## src/rtl/mem_arbiter.sv

```systemverilog
// mem_arbiter
//   Shares the single memIO port between two requesters (m0 = CPU load/store,
//   m1 = mandelbrot pixel writer). Round-robin, one access per cycle, with
//   read-return tagging. An optional screen-clear sequencer fills screen memory
//   with one code word; it is built only when MEM_ARB_CLEAR_EN is defined.
//
// Ports
//   clk, rst_n                  clock, async active-low reset
//   mX_req/we/addr/wdata        requester X access (held until mX_gnt)
//   mX_gnt                      access accepted this cycle (combinational)
//   mX_rvalid/rdata             read data return, cycle after a granted read
//   clear_start, clear_code     start a screen clear with the given code
//   clear_busy, clear_done      clear in progress / one-cycle completion pulse
//   mem_we/addr/wdata           drive memIO f_memwrite/memaddr/writedata
//   mem_rdata                   memIO readdata, valid one cycle after address
//
// States (MEM_ARB_CLEAR_EN only)
//   state | meaning
//   IDLE  | normal round-robin arbitration
//   CLEAR | one screen write per cycle, requesters blocked
//   DONE  | clear_done pulse, requesters still blocked

module mem_arbiter #(
  parameter logic [31:0] SCREEN_BASE  = 32'h0000_4000,
  parameter int          SCREEN_WORDS = 2048
) (
  input  logic        clk,
  input  logic        rst_n,
  input  logic        m0_req,
  input  logic        m0_we,
  input  logic [31:0] m0_addr,
  input  logic [31:0] m0_wdata,
  output logic        m0_gnt,
  output logic        m0_rvalid,
  output logic [31:0] m0_rdata,
  input  logic        m1_req,
  input  logic        m1_we,
  input  logic [31:0] m1_addr,
  input  logic [31:0] m1_wdata,
  output logic        m1_gnt,
  output logic        m1_rvalid,
  output logic [31:0] m1_rdata,
  input  logic        clear_start,
  input  logic [7:0]  clear_code,
  output logic        clear_busy,
  output logic        clear_done,
  output logic        mem_we,
  output logic [31:0] mem_addr,
  output logic [31:0] mem_wdata,
  input  logic [31:0] mem_rdata
);

  // last_gnt: 0 = m0 granted last, 1 = m1 granted last
  logic        last_gnt;
  logic        arb_en;
  logic        clr_wr;
  logic [31:0] clr_addr;
  logic [31:0] clr_wdata;

`ifdef MEM_ARB_CLEAR_EN
  localparam logic [1:0] IDLE  = 2'd0;
  localparam logic [1:0] CLEAR = 2'd1;
  localparam logic [1:0] DONE  = 2'd2;

  localparam int CW = (SCREEN_WORDS > 1) ? $clog2(SCREEN_WORDS) : 1;
  localparam logic [CW-1:0] LAST_IDX = CW'(SCREEN_WORDS - 1);

  logic [1:0]    state;
  logic [CW-1:0] count;
  logic [7:0]    code;

  // A clear_start seen in IDLE is taken even if a request is granted in the
  // same cycle; the sweep itself starts on the following cycle.
  always_ff @(posedge clk or negedge rst_n) begin
    if (!rst_n) begin
      state <= IDLE;
      count <= '0;
      code  <= '0;
    end else begin
      case (state)
        IDLE: begin
          if (clear_start) begin
            state <= CLEAR;
            count <= '0;
            code  <= clear_code;
          end
        end
        CLEAR: begin
          count <= count + 1'b1;
          if (count == LAST_IDX) begin
            state <= DONE;
          end
        end
        DONE:    state <= IDLE;
        default: state <= IDLE;
      endcase
    end
  end

  assign arb_en     = (state == IDLE);
  assign clr_wr     = (state == CLEAR);
  assign clr_addr   = SCREEN_BASE + 32'(count);
  assign clr_wdata  = {24'b0, code};
  assign clear_busy = (state != IDLE);
  assign clear_done = (state == DONE);
`else
  wire unused_clear = ^{clear_start, clear_code};

  assign arb_en     = 1'b1;
  assign clr_wr     = 1'b0;
  assign clr_addr   = '0;
  assign clr_wdata  = '0;
  assign clear_busy = 1'b0;
  assign clear_done = 1'b0;
`endif

  // On a tie the requester that was not served last wins.
  assign m0_gnt = arb_en & m0_req & (~m1_req | last_gnt);
  assign m1_gnt = arb_en & m1_req & (~m0_req | ~last_gnt);

  always_comb begin
    mem_we    = 1'b0;
    mem_addr  = '0;
    mem_wdata = '0;
    if (clr_wr) begin
      mem_we    = 1'b1;
      mem_addr  = clr_addr;
      mem_wdata = clr_wdata;
    end else if (m0_gnt) begin
      mem_we    = m0_we;
      mem_addr  = m0_addr;
      mem_wdata = m0_wdata;
    end else if (m1_gnt) begin
      mem_we    = m1_we;
      mem_addr  = m1_addr;
      mem_wdata = m1_wdata;
    end
  end

  always_ff @(posedge clk or negedge rst_n) begin
    if (!rst_n) begin
      last_gnt  <= 1'b1;
      m0_rvalid <= 1'b0;
      m1_rvalid <= 1'b0;
    end else begin
      m0_rvalid <= m0_gnt & ~m0_we;
      m1_rvalid <= m1_gnt & ~m1_we;
      if (m0_gnt) begin
        last_gnt <= 1'b0;
      end else if (m1_gnt) begin
        last_gnt <= 1'b1;
      end
    end
  end

  // memIO returns data one cycle after the address; the rvalid tag says whose.
  assign m0_rdata = mem_rdata;
  assign m1_rdata = mem_rdata;

endmodule
```

## config.mk

```make
export PLATFORM = sky130hd
export DESIGN_NAME = mem_arbiter
export DESIGN_NICKNAME = d
export VERILOG_FILES = /design/src/rtl/mem_arbiter.sv
export SDC_FILE = /design/constraint.sdc
export NUM_CORES = 1
export LEC_CHECK = 0
export CORE_AREA = 2 2 120 122
export DETAILED_ROUTE_END_ITERATION = 16
export DIE_AREA = 0 0 122 124
export PLACE_DENSITY = 0.49
export SYNTH_ARGS = -nofsm -noshare
export SYNTH_HDL_FRONTEND = slang
export SYNTH_SLANG_ARGS = --single-unit
```

## constraint.sdc

```tcl
create_clock -name clk -period 2.2 [get_ports clk]
set_clock_uncertainty 0.2 [all_clocks]
set_input_delay 0.44 -clock clk [delete_from_list [all_inputs] [get_ports clk]]
set_output_delay 0.44 -clock clk [all_outputs]
set_load 0.02 [all_outputs]
```

==> results.ini <==
[power]
power_frac_seq=0.045
p_clk_frac=0.206
p_per_area_nw_per_um2=406
internal_power_w=0.000942
power_frac_comb=0.749
sw_frac_of_total=0.352
ir_drop_mv=0.166
leakage_nw=1.45
p_sw_w=0.000511

[synth]
synth_cells=164
synth_top_cell_by_area=a32o_1
ys_warn_count=0
synth_commonest_cells=buf_4, a32o_1, buf_2, buf_6, clkbuf_1
synth_cell_types=15
synth-main-ff-cell=dfrtp_1
synth_top_area_frac=0.455
yosys_register_bits=3
synth_area_sq_um=1430
synth.area.top_cells=a32o_1, buf_4, buf_6, dfrtp_1, buf_2
avgSynthCellArea_sq_um=8.71
async_reset_ff_frac=1.00
synth-edff-count=0
yosysSeqAreaShare=0.0534
synth_most_common_cell=buf_4

[die]
num_io_pins=310
rows=43
die_height_microns=124
start_util=0.104
die_area_sq_um=15100
core_area_sq_um=13700
fp.dieW_microns=122

[place]
hpwl_microns=5620
place_area_sq_um=3180
gp_congestion=0.754
io_buffers=202
preCtsSetupSlack_ps=-675

[grt]
grt_pass1_vias=2095
grt_usage=0.0969
grt_pass1_wl_microns=11300
grt_start_max_net_pins=48
grt.overflow.total=0
antenna_found_initial=0

[final_layout]
layout.nets=486
drive_above_1_share=0.374
diodes=0
final_area_sq_um=3580
final_util=0.261
area_growth_pct=151

[run_status]
violations=negative setup slack
status=finished, violations left

[clock_network]
htree_num_levels=1
root_buffer=clkbuf_16
clock_latency_ps=230
postCtsHoldBufs=0
clk_pin_slew_ps=30
cts_tree=built
cts_inserted_buffers=3
ctsLongestPathBuffers=2
clkSinkCount=3

[setup_path]
slowest_stage=dfstp_2
critPathBufInv=4
cp-start-kind=flip-flop
critPathMaxFanout=5
worstSetupPathType=flip-flop to output pin
max_stage_delay_ps=540
path_common_cell=buf_6
crit_arrival_ps=1600
critPathRequiredTime_ps=1560
cpLargestDelayFamily=flip-flops
crit_path_cell_trace=buf_6, a21boi_4, buf_8, clkbuf_16, a32o_2, buf_6
end_kind=output pin

[drt]
drc_errors=0
wl_per_cell_microns=17.2
first_iter_violations=39
avgViaCountPerCell=4.16
firstDrtPassIters=4
vias=2037
wl_microns=8420
ant_nets=0

[timing]
rsz0062_at_grt=yes
setup_viol=49
worst_slack_ps=-40.5
finalHoldViolCount=0
maxSlewViolCount=0
fmax_mhz=446
finalCriticalPeriod_ps=2240
finalCritPeriodShare=1.02

[worst_hold_path]
hold_class=input port to asynchronous set/reset pin

[job]
max_cap_viol_count=0

-- registers in the layout (all words and copies together) (netlist names) --
register and flops:
m0_rvalid 1, m1_rvalid 1, last_gnt 1
-- worst paths after layout --
| check | startpoint | endpoint | slack (ps) | cells past startpoint |
|---|---|---|---|---|
| worst max-delay path | last_gnt | mem_addr[25] | -40 | 6 |
| worst min-delay path | rst_n | m0_rvalid | 200 | 1 |
| worst max register to register | last_gnt | m1_rvalid | 750 | 5 |
| worst min register to register | last_gnt | last_gnt | 420 | 3 |
| max in group asynchronous | rst_n | last_gnt | 1370 | 1 |
| min in group clk | last_gnt | last_gnt | 420 | 3 |
-- per-layer routing --
layer,vias to the layer above,routed length [microns],track usage
met3,39,960,0.0256
met4,0,376,0.0568
li1,896,-,-
met1,938,2960,0.101
met5,-,0,0
met2,164,4120,0.175
-- timing repair --
item,CTS,global route
setup buffers,7,0
gates cloned,6,3
resized for setup,347,30
pin swaps,9,2
setup endpoints to repair,67,59
-- power groups by stage --
stage | sequential, W | clock, W | combinational (W)
floorplan | 0.0000694 | 0 | 0.000576
global placement | 0.0000655 | 0 | 0.000947
detailed placement | 0.0000658 | 0 | 0.000950
CTS | 0.0000659 | 0.000299 | 0.00106
global route | 0.0000672 | 0.000303 | 0.00115
finish | 0.0000660 | 0.000298 | 0.00109
-- logic make-up (layout without fill, tap and decap cells) --
family | Yosys count | count (layout) | share of synthesized area
buffers and inverters | 88 | 233 | 0.450
AO/OA/AOI/OAI | 67 | 67 | 0.467
flip-flops | 3 | 3 | 0.0534
AND/OR/NAND/NOR | 5 | 5 | 0.0271
other | 1 | 2 | 0.00262
-- cell type report --
class                           count  area, sq um
Timing Repair Buffer              229         2460
Clock buffer                        4         78.8
Tap cell                          180          225
Multi-Input combinational cell     74          738
Fill cell                        1482        10100
Sequential cell                     3         76.3
-- through the flow --
stage               hold slack, ps  power, W  setup TNS, ps  instances
finish                         198   0.00145          -1000        490
global route                   219   0.00152          -4520        490
CTS                            197   0.00142          -1670        488
detailed placement             412   0.00102         -40680        471
global placement               409   0.00101         -39440        471
floorplan                    -55.6  0.000646              0        165
-- placed cells by master (no fill, tap or decap) --
master	netlist	routed
dfstp_2	1	1
nor2_1	1	1
a21oi_1	1	1
buf_6	7	46
a21boi_4	0	1
dfrtp_1	2	2
buf_12	0	5
clkdlybuf4s15_2	0	9
buf_16	0	4
bufbuf_16	0	1
buf_4	67	13
clkbuf_1	7	1
nor2b_1	1	1
and2_1	1	1
clkbuf_2	0	2
and3b_1	1	1
clkdlybuf4s50_1	0	133
buf_2	7	11
buf_8	0	2
conb_1	1	2
a32o_2	0	14
nand2b_4	1	1
a32o_1	65	51
clkbuf_16	0	6
No activity file was read; power rests on OpenSTA's default activity.
